===== config.mk =====
export PLATFORM = sky130hd
export DESIGN_NAME = add_pipe_wrapper
export DESIGN_NICKNAME = d
export VERILOG_FILES = /design/src/rtl/add_pipe_wrapper.sv
export SDC_FILE = /design/constraint.sdc
export NUM_CORES = 1
export LEC_CHECK = 0
export ABC_AREA = 1
export BUFFER_PORTS_ARGS = -buffer_cell sky130_fd_sc_hd__buf_2
export CAP_MARGIN = 20
export CORE_MARGIN = 2
export CORE_UTILIZATION = 41
export DETAILED_ROUTE_END_ITERATION = 10
export GPL_TIMING_DRIVEN = 0
export PLACE_DENSITY = 0.65
export SYNTH_ARGS = -nofsm -noshare
export SYNTH_HDL_FRONTEND = slang
export SYNTH_SLANG_ARGS = --single-unit

===== constraint.sdc =====
create_clock -name clk -period 3.1 [get_ports clk]
set_input_delay 0.31 -clock clk [delete_from_list [all_inputs] [get_ports clk]]
set_output_delay 0.31 -clock clk [all_outputs]
set_load 0.005 [all_outputs]

===== src/rtl/add_pipe_wrapper.sv =====
// add_pipe_wrapper: pipelined signed/unsigned add/subtract engine with a
// credit-controlled result FIFO, sticky issue-error flag and synchronous flush.
// An accepted start at edge E0 lands in the FIFO at edge E(LATENCY-1).
module add_pipe_wrapper #(
  parameter int DATA_W     = 16,
  parameter int LATENCY    = 3,
  parameter int FIFO_DEPTH = 4
) (
  input  logic                  clk,
  input  logic                  reset_n,
  input  logic                  start,
  input  logic [1:0]            op,
  input  logic [DATA_W-1:0]     a,
  input  logic [DATA_W-1:0]     b,
  output logic                  ready,
  output logic [2*DATA_W-1:0]   s,
  output logic                  valid,
  input  logic                  rd,
  output logic                  done,
  output logic                  busy,
  input  logic                  flush,
  output logic                  err,
  input  logic                  clr_err
);

  localparam int RES_W = 2 * DATA_W;
  localparam int PTR_W = $clog2(FIFO_DEPTH);
  localparam int CNT_W = PTR_W + 1;
  localparam int OUT_W = $clog2(FIFO_DEPTH + LATENCY) + 1;

  // Exact result in 2*DATA_W bits: extend operands by one bit (sign or zero
  // depending on op[1]), add or subtract, then extend the (DATA_W+1)-bit
  // result. Only the unsigned add is zero-extended; every other op treats
  // bit DATA_W as a sign bit, so unsigned 0-1 yields all ones.
  function automatic logic [RES_W-1:0] arith(input logic [1:0]        f_op,
                                             input logic [DATA_W-1:0] f_a,
                                             input logic [DATA_W-1:0] f_b);
    logic [DATA_W:0] ax;
    logic [DATA_W:0] bx;
    logic [DATA_W:0] r;
    logic            fill;
    ax   = {f_op[1] & f_a[DATA_W-1], f_a};
    bx   = {f_op[1] & f_b[DATA_W-1], f_b};
    r    = f_op[0] ? (ax - bx) : (ax + bx);
    fill = (f_op != 2'b00) & r[DATA_W];
    return {{(DATA_W-1){fill}}, r};
  endfunction

  logic                  accept;
  logic                  wr_en;
  logic                  pop;
  logic [RES_W-1:0]      wr_data;
  logic [LATENCY-1:0]    vld_reg;
  logic [LATENCY-1:0]    vld_next;
  logic [PTR_W-1:0]      wr_ptr_reg;
  logic [PTR_W-1:0]      rd_ptr_reg;
  logic [CNT_W-1:0]      count_reg;
  logic [CNT_W-1:0]      count_next;
  logic [OUT_W-1:0]      outstanding;
  logic [RES_W-1:0]      mem [FIFO_DEPTH];
  logic [RES_W-1:0]      s_reg;
  logic [RES_W-1:0]      s_next;
  logic                  busy_reg;
  logic                  err_reg;

  // Credits: requests still in the pipe (not yet in the FIFO) plus FIFO fill.
  // The last valid bit is excluded because that request is already stored.
  always_comb begin
    outstanding = OUT_W'(count_reg);
    for (int i = 0; i < LATENCY - 1; i++) begin
      outstanding = outstanding + OUT_W'(vld_reg[i]);
    end
  end

  assign ready  = (outstanding < OUT_W'(FIFO_DEPTH)) & ~flush;
  assign accept = start & ready;
  assign valid  = (count_reg != '0);
  assign pop    = rd & valid & ~flush;

  // Valid chain: bit 0 fills on an accepted start, later bits shift along;
  // flush kills everything in flight.
  assign vld_next[0] = accept;
  genvar gi;
  generate
    for (gi = 1; gi < LATENCY; gi++) begin : g_vld
      assign vld_next[gi] = vld_reg[gi-1] & ~flush;
    end
  endgenerate

  // The FIFO is written at the same edge the last stage fills, so a result
  // is visible LATENCY edges after acceptance counting the accept edge.
  assign wr_en = vld_next[LATENCY-1];

  // Stage valid bits; the last one doubles as the done pulse.
  always_ff @(posedge clk or negedge reset_n) begin
    if (!reset_n) begin
      vld_reg <= '0;
    end else begin
      vld_reg <= vld_next;
    end
  end

  // Datapath: stage 0 holds operands, stage 1 computes, later stages carry
  // the finished result. The arithmetic is the same function at every depth.
  generate
    if (LATENCY == 1) begin : g_lat1
      assign wr_data = arith(op, a, b);
    end else begin : g_pipe
      logic [DATA_W-1:0] a_reg;
      logic [DATA_W-1:0] b_reg;
      logic [1:0]        op_reg;

      // Operand capture on accepted issue.
      always_ff @(posedge clk or negedge reset_n) begin
        if (!reset_n) begin
          a_reg  <= '0;
          b_reg  <= '0;
          op_reg <= '0;
        end else if (accept) begin
          a_reg  <= a;
          b_reg  <= b;
          op_reg <= op;
        end
      end

      if (LATENCY == 2) begin : g_lat2
        assign wr_data = arith(op_reg, a_reg, b_reg);
      end else begin : g_latn
        logic [LATENCY-2:1][RES_W-1:0] res_reg;

        // Result stages; validity travels in vld_reg alongside.
        always_ff @(posedge clk or negedge reset_n) begin
          if (!reset_n) begin
            res_reg <= '0;
          end else begin
            res_reg[1] <= arith(op_reg, a_reg, b_reg);
            for (int i = 2; i <= LATENCY - 2; i++) begin
              res_reg[i] <= res_reg[i-1];
            end
          end
        end

        assign wr_data = res_reg[LATENCY-2];
      end
    end
  endgenerate

  // FIFO storage, no reset so it maps onto RAM.
  always_ff @(posedge clk) begin
    if (wr_en) begin
      mem[wr_ptr_reg] <= wr_data;
    end
  end

  // Fill level; a simultaneous write and pop leaves it unchanged.
  always_comb begin
    count_next = count_reg;
    if (flush) begin
      count_next = '0;
    end else begin
      case ({wr_en, pop})
        2'b10:   count_next = count_reg + CNT_W'(1);
        2'b01:   count_next = count_reg - CNT_W'(1);
        default: count_next = count_reg;
      endcase
    end
  end

  // Registered head-of-FIFO value: the next head is the following entry
  // after a pop, the incoming result when the FIFO is (or becomes) empty,
  // and zero when nothing is left.
  always_comb begin
    s_next = s_reg;
    if (flush) begin
      s_next = '0;
    end else if (pop) begin
      if (count_reg > CNT_W'(1)) begin
        s_next = mem[rd_ptr_reg + PTR_W'(1)];
      end else begin
        s_next = wr_en ? wr_data : '0;
      end
    end else if (count_reg == '0) begin
      s_next = wr_en ? wr_data : '0;
    end
  end

  // FIFO pointers, count and head register.
  always_ff @(posedge clk or negedge reset_n) begin
    if (!reset_n) begin
      wr_ptr_reg <= '0;
      rd_ptr_reg <= '0;
      count_reg  <= '0;
      s_reg      <= '0;
    end else begin
      count_reg <= count_next;
      s_reg     <= s_next;
      if (flush) begin
        wr_ptr_reg <= '0;
        rd_ptr_reg <= '0;
      end else begin
        if (wr_en) wr_ptr_reg <= wr_ptr_reg + PTR_W'(1);
        if (pop)   rd_ptr_reg <= rd_ptr_reg + PTR_W'(1);
      end
    end
  end

  // Busy: any stage holds a request after this edge.
  always_ff @(posedge clk or negedge reset_n) begin
    if (!reset_n) begin
      busy_reg <= 1'b0;
    end else begin
      busy_reg <= |vld_next;
    end
  end

  // Sticky error: a refused issue sets it (winning over clear); a flushed
  // issue is not an error.
  always_ff @(posedge clk or negedge reset_n) begin
    if (!reset_n) begin
      err_reg <= 1'b0;
    end else if (start & ~ready & ~flush) begin
      err_reg <= 1'b1;
    end else if (clr_err) begin
      err_reg <= 1'b0;
    end
  end

  assign s    = s_reg;
  assign done = vld_reg[LATENCY-1];
  assign busy = busy_reg;
  assign err  = err_reg;

endmodule


==> results of run 1 <==
-- synth_stat cells, types with 2 or more instances --
cell type  count  share of area (%)
inv_4          2               0.17
inv_2          5               0.25
o22a_1         3               0.35
nor2_2         3               0.25
nor2_1        50                2.5
xor2_1        20                2.4
ha_1          25                4.2
nor3_1         2               0.13
nand2_1      250                 13
or2_2         12                1.0
nand3_1       25                1.7
o211ai_1      12                1.2
o21ai_0       19                1.3
xnor2_1        7               0.82
a21o_1         4               0.40
edfxtp_1      72                 29
a21oi_1       38                2.6
inv_1         63                3.2
dfrtp_1       82                 28
buf_2         10               0.67
buf_4         16                1.6
o21bai_1       3               0.30
o22ai_1       18                1.5
nand2_4        3               0.45
nand2_2        3               0.25
clkbuf_1       9               0.45
o21ai_1        7               0.47
nand3b_1      12                1.2
-- path summary, 6_finish.rpt --
kind / to / depth (start not counted) / slack, ns
min in group asynchronous: g_pipe.a_reg[15] / 2 / 0.41
min reg2reg: s[13] / 2 / 0.47
max reg2reg: g_pipe.g_latn.res_reg[17] / 16 / 0.39
max in group asynchronous: g_pipe.g_latn.res_reg[2] / 3 / 2.05
max: g_pipe.g_latn.res_reg[17] / 16 / 0.39
min: g_pipe.a_reg[11] / 3 / 0.08
-- logic make-up after synthesis --
logic type / Yosys count / share of synthesized area [%]
buffers and inverters: 107 / 6.55
adder cells (fa/ha/maj): 26 / 4.48
AO/OA/AOI/OAI: 108 / 8.55
XOR/XNOR: 27 / 3.18
AND/OR/NAND/NOR: 363 / 20.6
flip-flops: 154 / 56.7
-- worst max-delay path, delay by kind of cell, from the launching register on --
| family | cells | cell delay, ns |
|---|---|---|
| simple gates | 11 | 1.29 |
| fa+ha+maj | 2 | 0.56 |
| flops | 1 | 0.36 |
| xor+xnor | 1 | 0.17 |
| buf+inv | 1 | 0.11 |
| compound gates | 1 | 0.11 |
-- per-stage QoR --
step | setup WS (ns) | power, mW | hold slack, ns | cells
after global routing | 0.115 | 7.69 | 0.0753 | 1128
after detailed placement | 0.336 | 4.95 | 0.345 | 1095
after floorplan | 0.795 | 4.33 | 0.0144 | 785
after CTS | 0.322 | 7.26 | 0.0645 | 1128
final | 0.390 | 7.20 | 0.0800 | 1128
after global placement | 0.343 | 4.90 | 0.463 | 1090
-- cell type report --
| type | instances | area share, % |
|---|---|---|
| flip-flops and latches | 154 | 47.4 |
| multi-input cells | 524 | 30.8 |
| repair buffers | 82 | 5.74 |
| clock buffers | 18 | 4.94 |
| well taps | 229 | 3.22 |
| inverters | 70 | 3.01 |
| plain buffers | 37 | 2.46 |
| clock inverters | 14 | 2.43 |
-- cells in the final DEF, fill, tap and decap left out, types with 2 or more instances in the layout --
cell        count
clkinvlp_4      3
xor2_1         20
o21bai_1        3
buf_16          3
clkbuf_16      17
nand2_2         3
buf_4          17
nand2_4         3
inv_4           2
a21o_1          4
o21ai_0        18
edfxtp_1       72
or2_2          12
nand3b_1       12
nor2_2          7
buf_2          85
inv_1          63
nor3_1          2
ha_1           25
xnor2_1         7
bufinv_16       5
o21ai_1         8
dfrtp_1        82
clkbuf_1        9
o22a_1          3
nor2_1         46
inv_6           3
o22ai_1        18
nand3_1        25
inv_2           5
o211ai_1       12
nand2_1       250
a21oi_1        38
-- metal layers --
layer / up-vias / wire length [um] / track usage (%) / share of wire (%)
li1: 2780 / - / - / -
met1: 2581 / 7570 / 23.1 / 46
met2: 123 / 7880 / 29.7 / 48
met3: 20 / 593 / 3.63 / 3.6
met4: 0 / 257 / 6.06 / 1.6
met5: - / 0 / 0 / 0
-- where the power goes --
part	internal [mW]	switching (mW)	leakage [nW]
Sequential	2.58	0.308	1.69
Combinational	0.780	1.24	2.22
Clock	1.45	0.841	0.311
Total	4.81	2.39	4.22
-- repair_timing --
action	4_1_cts	5_1_grt
hold buffers	1	0
resized for setup	0	1
endpoints found under the setup margin	0	2
endpoints found under the hold margin	42	0
==> flow_metrics.env, run 1 <==
export IMPL_power_density_mw_per_mm2=809
export IMPL_ir_drop_v=0.000450
export IMPL_route_detailed_drc=0
export IMPL_drive_gt1_share_pct=19.1
export IMPL_drtAntennaViolNets=0
export IMPL_rr_startpoint="g_pipe.b_reg[1]"
export IMPL_endpoint_kind="flip-flop"
export IMPL_firstDrtPassIters=7
export IMPL_io_buffers=76
export IMPL_num_vias=5504
export IMPL_numCtsBuffers=17
export IMPL_critPathArrivalTime_ns=3.01
export IMPL_track_usage_pct=17.7
export IMPL_htree_levels=4
export IMPL_period_share_pct=87.4
export IMPL_viasPerCell=4.88
export IMPL_multi_input_area_sq_mm=0.00275
export IMPL_worstSetupPathType="reg -> reg"
export IMPL_dieWidth_um=139
export IMPL_final_setup_viol_count=0
export IMPL_worstHoldStart="a[11]"
export IMPL_syn_cell_area_sq_mm=0.00744
export IMPL_maxSlewViolCount=0
export IMPL_crit_required_ns=3.40
export IMPL_cts_setup_buffers=0
export IMPL_synth_nets=851
export IMPL_ys_flop_type="dfrtp_1"
export IMPL_startpoint="g_pipe.b_reg[1]"
export IMPL_slowest_stage="ha_1"
export IMPL_post_dp_cell_area_sq_mm=0.00823
export IMPL_avgSynthCellArea_sq_um=9.47
export IMPL_cp_max_fo=5
export IMPL_die_area_sq_mm=0.0192
export IMPL_clock_latency_ns=0.42
export IMPL_cts_buffer_depth=2
export IMPL_gp_congestion=0.883
export IMPL_fill_cells=1645
export IMPL_worstMarginPinSlew_ns=0.608
export IMPL_max_freq_mhz=369
export IMPL_regArea_sq_mm=0.00421
export IMPL_initial_core_util_pct=41.5
export IMPL_num_antenna_cells=0
export IMPL_num_nets_final=952
export IMPL_tns_ns=0
export IMPL_cts_tree="built"
export IMPL_fin_util_pct=49.7
export IMPL_dp_hpwl_um=11800
export IMPL_clock_skew_ns=0.0116
export IMPL_cts_sinks=154
export IMPL_path_clk_slew_ns=0.06
export IMPL_syn2layout_area_growth_pct=19.7
export IMPL_status="complete, no violations"
export IMPL_hp_class="in -> reg"
export IMPL_grt_start_max_net_pins=44
export IMPL_maxCapViolCount=0
export IMPL_antenna_found_initial=0
export IMPL_finalHoldViolations=0
export IMPL_grt_pass1_wl_um=27000
export IMPL_die_y_um=139
export IMPL_finalInstanceArea_sq_mm=0.00890
export IMPL_yosys_warnings=0
export IMPL_fp_coreArea_sq_mm=0.0179
export IMPL_crit_top_cell="nand2_1"
export IMPL_drtIter0Drc=399
export IMPL_grt_ovfl_total=0
export IMPL_crit_chain="inv_1 -> ha_1 -> nand2_1 -> nor2_1 -> nand3_1 -> nand2_1 -> o21ai_0 -> xor2_1 -> ha_1 -> nand2_1 -> nor3_1 -> nand2_1 -> nand2_1 -> nand3_1 -> nand2_1 -> nor2_1"
export IMPL_yosysSeqAreaShare_pct=56.7
export IMPL_grt_pass1_vias=5310
export IMPL_row_count=49
export IMPL_ys_seq_elements=154
export IMPL_synth_cell_types=38
export IMPL_p_leak_nw=4.22
export IMPL_largest_reg_flops=72
export IMPL_rsz0062_at_grt="false"
export IMPL_slew_headroom_pct=59.4
export IMPL_wl_um=16300
export IMPL_synthArstFlopShare_pct=53.2
export IMPL_wl_per_cell_um=14.5
export IMPL_io_pins=77
export IMPL_cp_start_kind="flip-flop"
export IMPL_fin_crit_ns=2.71
export IMPL_synthCells=785
export IMPL_clk_root_buffer_cell="clkbuf_16"
export IMPL_critPathMaxStageDelay_ns=0.38
export IMPL_synth_edf_count=72
(Power assumes the default switching activity.)
==> run 2, diff against run 1 <==
--- a/config.mk
+++ b/config.mk
@@ -12,7 +12,7 @@
 export CORE_UTILIZATION = 41
 export DETAILED_ROUTE_END_ITERATION = 10
 export GPL_TIMING_DRIVEN = 0
-export PLACE_DENSITY = 0.65
+export PLACE_DENSITY = 0.66
 export SYNTH_ARGS = -nofsm -noshare
 export SYNTH_HDL_FRONTEND = slang
 export SYNTH_SLANG_ARGS = --single-unit
==> run 2 against run 1 <==
Effect of this change: critical path type unchanged; critical endpoint unchanged; clock skew shrank 0.0032 ns; critical path depth is the same; global-route usage grew 0.080 points; core utilization shrank 0.24 points; clock-buffer cell count grew 1; flip-flop and latch count is the same; hold slack lost 0.016 ns; clock power shrank 5%.
==> flow_metrics.env, run 2 (synthesis results as in run 1) <==
export IMPL_status="complete, no violations"
export IMPL_dieWidth_um=139
export IMPL_fill_cells=1656
export IMPL_cts_buffer_depth=2
export IMPL_htree_levels=4
export IMPL_final_common_cell="nand2_1"
export IMPL_io_buffers=76
export IMPL_cp_depth=16
export IMPL_rr_startpoint="g_pipe.op_reg[0]"
export IMPL_slew_headroom_pct=61.2
export IMPL_critPathBufInv=3
export IMPL_fin_crit_ns=2.72
export IMPL_drtAntennaViolNets=0
export IMPL_wl_per_cell_um=14.4
export IMPL_layout_common_cells="250 x nand2_1, 85 x buf_2, 82 x dfrtp_1"
export IMPL_period_share_pct=87.9
export IMPL_worstMarginPinSlew_ns=0.581
export IMPL_die_y_um=139
export IMPL_critPathMaxStageDelay_ns=0.38
export IMPL_finalHoldViolations=0
export IMPL_num_antenna_cells=0
export IMPL_crit_family="simple AND/OR/NAND/NOR gates"
export IMPL_viasPerCell=4.86
export IMPL_rr_endpoint="g_pipe.g_latn.res_reg[17]"
export IMPL_clock_latency_ns=0.43
export IMPL_path_clk_slew_ns=0.06
export IMPL_max_freq_mhz=367
export IMPL_r2r_setup_slack_ns=0.38
export IMPL_r2r_cells=16
export IMPL_power_density_mw_per_mm2=801
export IMPL_num_vias=5477
export IMPL_largest_reg_flops=72
export IMPL_crit_top_cell="nand2_1"
export IMPL_num_nets_final=952
export IMPL_dp_cells=1095
export IMPL_worst_hold_path_endpoint="err"
export IMPL_grt_start_max_net_pins=43
export IMPL_drtIter0Drc=346
export IMPL_ir_drop_v=0.000493
export IMPL_antenna_found_initial=0
export IMPL_maxCapViolCount=0
export IMPL_grt_pass1_wl_um=27000
export IMPL_row_count=49
export IMPL_post_dp_cell_area_sq_mm=0.00823
export IMPL_grt_ovfl_total=0
export IMPL_crit_chain="inv_1 -> clkbuf_1 -> nand2_1 -> o21ai_0 -> xor2_1 -> inv_1 -> ha_1 -> nand2_1 -> nor2_1 -> nand3_1 -> nand2_1 -> nand2_1 -> nand2_1 -> nand3_1 -> nand2_1 -> nor2_1"
export IMPL_numCtsBuffers=17
export IMPL_worstHoldStart="clr_err"
export IMPL_track_usage_pct=17.8
export IMPL_fp_coreArea_sq_mm=0.0179
export IMPL_holdPathStages=2
export IMPL_wl_um=16300
export IMPL_endpoint_kind="flip-flop"
export IMPL_dp_hpwl_um=11700
export IMPL_gp_congestion=0.898
export IMPL_firstDrtPassIters=5
export IMPL_critPathArrivalTime_ns=3.04
export IMPL_initial_core_util_pct=41.5
export IMPL_route_detailed_drc=0
export IMPL_cp_start_kind="flip-flop"
export IMPL_p_leak_nw=4.21
export IMPL_crit_required_ns=3.42
export IMPL_finalNonFillerCells=1128
export IMPL_die_area_sq_mm=0.0192
export IMPL_worstSetupPathType="reg -> reg"
export IMPL_cts_sinks=154
export IMPL_cts_tree="built"
export IMPL_maxSlewViolCount=0
export IMPL_drive_gt1_share_pct=18.9
export IMPL_hp_class="in -> reg"
export IMPL_final_setup_viol_count=0
export IMPL_rsz0062_at_grt="false"
export IMPL_cp_max_fo=10
export IMPL_finalInstanceArea_sq_mm=0.00886
export IMPL_io_pins=77
export IMPL_clock_skew_ns=0.00843
export IMPL_tns_ns=0
export IMPL_fin_util_pct=49.5
export IMPL_clk_root_buffer_cell="clkbuf_16"
export IMPL_grt_pass1_vias=5380
export IMPL_syn2layout_area_growth_pct=19.1
export IMPL_slowest_stage="dfrtp_1"
run 2: layout make-up:
class / count / area, sq um / share of cell area (%)
flip-flops and latches: 154 / 4210 / 47.6
multi-input cells: 524 / 2750 / 31.0
repair buffers: 82 / 505 / 5.71
clock buffers: 19 / 443 / 5.00
well taps: 229 / 287 / 3.24
inverters: 70 / 268 / 3.02
plain buffers: 37 / 219 / 2.47
clock inverters: 13 / 175 / 1.98
run 2: worst max path at each step:
stage / startpoint / endpoint / slack, ns
5_1_grt: g_pipe.b_reg[1] / g_pipe.g_latn.res_reg[16] / 0.04
2_1_floorplan: g_pipe.b_reg[0] / g_pipe.g_latn.res_reg[17] / 0.79
4_1_cts: g_pipe.b_reg[0] / g_pipe.g_latn.res_reg[17] / 0.30
3_3_place_gp: g_pipe.b_reg[0] / g_pipe.g_latn.res_reg[17] / 0.32
3_5_place_dp: g_pipe.b_reg[1] / g_pipe.g_latn.res_reg[17] / 0.33
6_report: g_pipe.op_reg[0] / g_pipe.g_latn.res_reg[17] / 0.38
run 2: per-stage QoR:
step           hold slack (ns)  worst slack (ns)  total power [mW]
2_1_floorplan           0.0144             0.795              4.33
3_3_place_gp             0.461             0.321              4.89
3_5_place_dp             0.338             0.325              4.95
4_1_cts                 0.0500             0.305              7.15
5_1_grt                 0.0656            0.0377              7.57
6_report                0.0643             0.376              7.09
run 2: power by group:
| group | switching (mW) | internal, mW | total (mW) |
|---|---|---|---|
| logic | 1.25 | 0.780 | 2.03 |
| registers | 0.305 | 2.58 | 2.88 |
| clock network | 0.822 | 1.36 | 2.18 |
| total | 2.38 | 4.72 | 7.09 |
run 2: layer usage:
| metal | share of wire, % | wire length, um | GRT usage (%) |
|---|---|---|---|
| met1 | 45 | 7300 | 22.6 |
| met5 | 0 | 0 | 0 |
| met3 | 4.6 | 756 | 3.56 |
| met2 | 49 | 7960 | 30.3 |
| met4 | 1.6 | 267 | 6.75 |
run 2: what timing repair did:
| item | in CTS | in global routing |
|---|---|---|
| endpoints found under the setup margin | 0 | 3 |
| hold buffers | 1 | 0 |
| hold endpoints to repair | 41 | 0 |
| setup buffers | 0 | 0 |
| resized for setup | 0 | 1 |
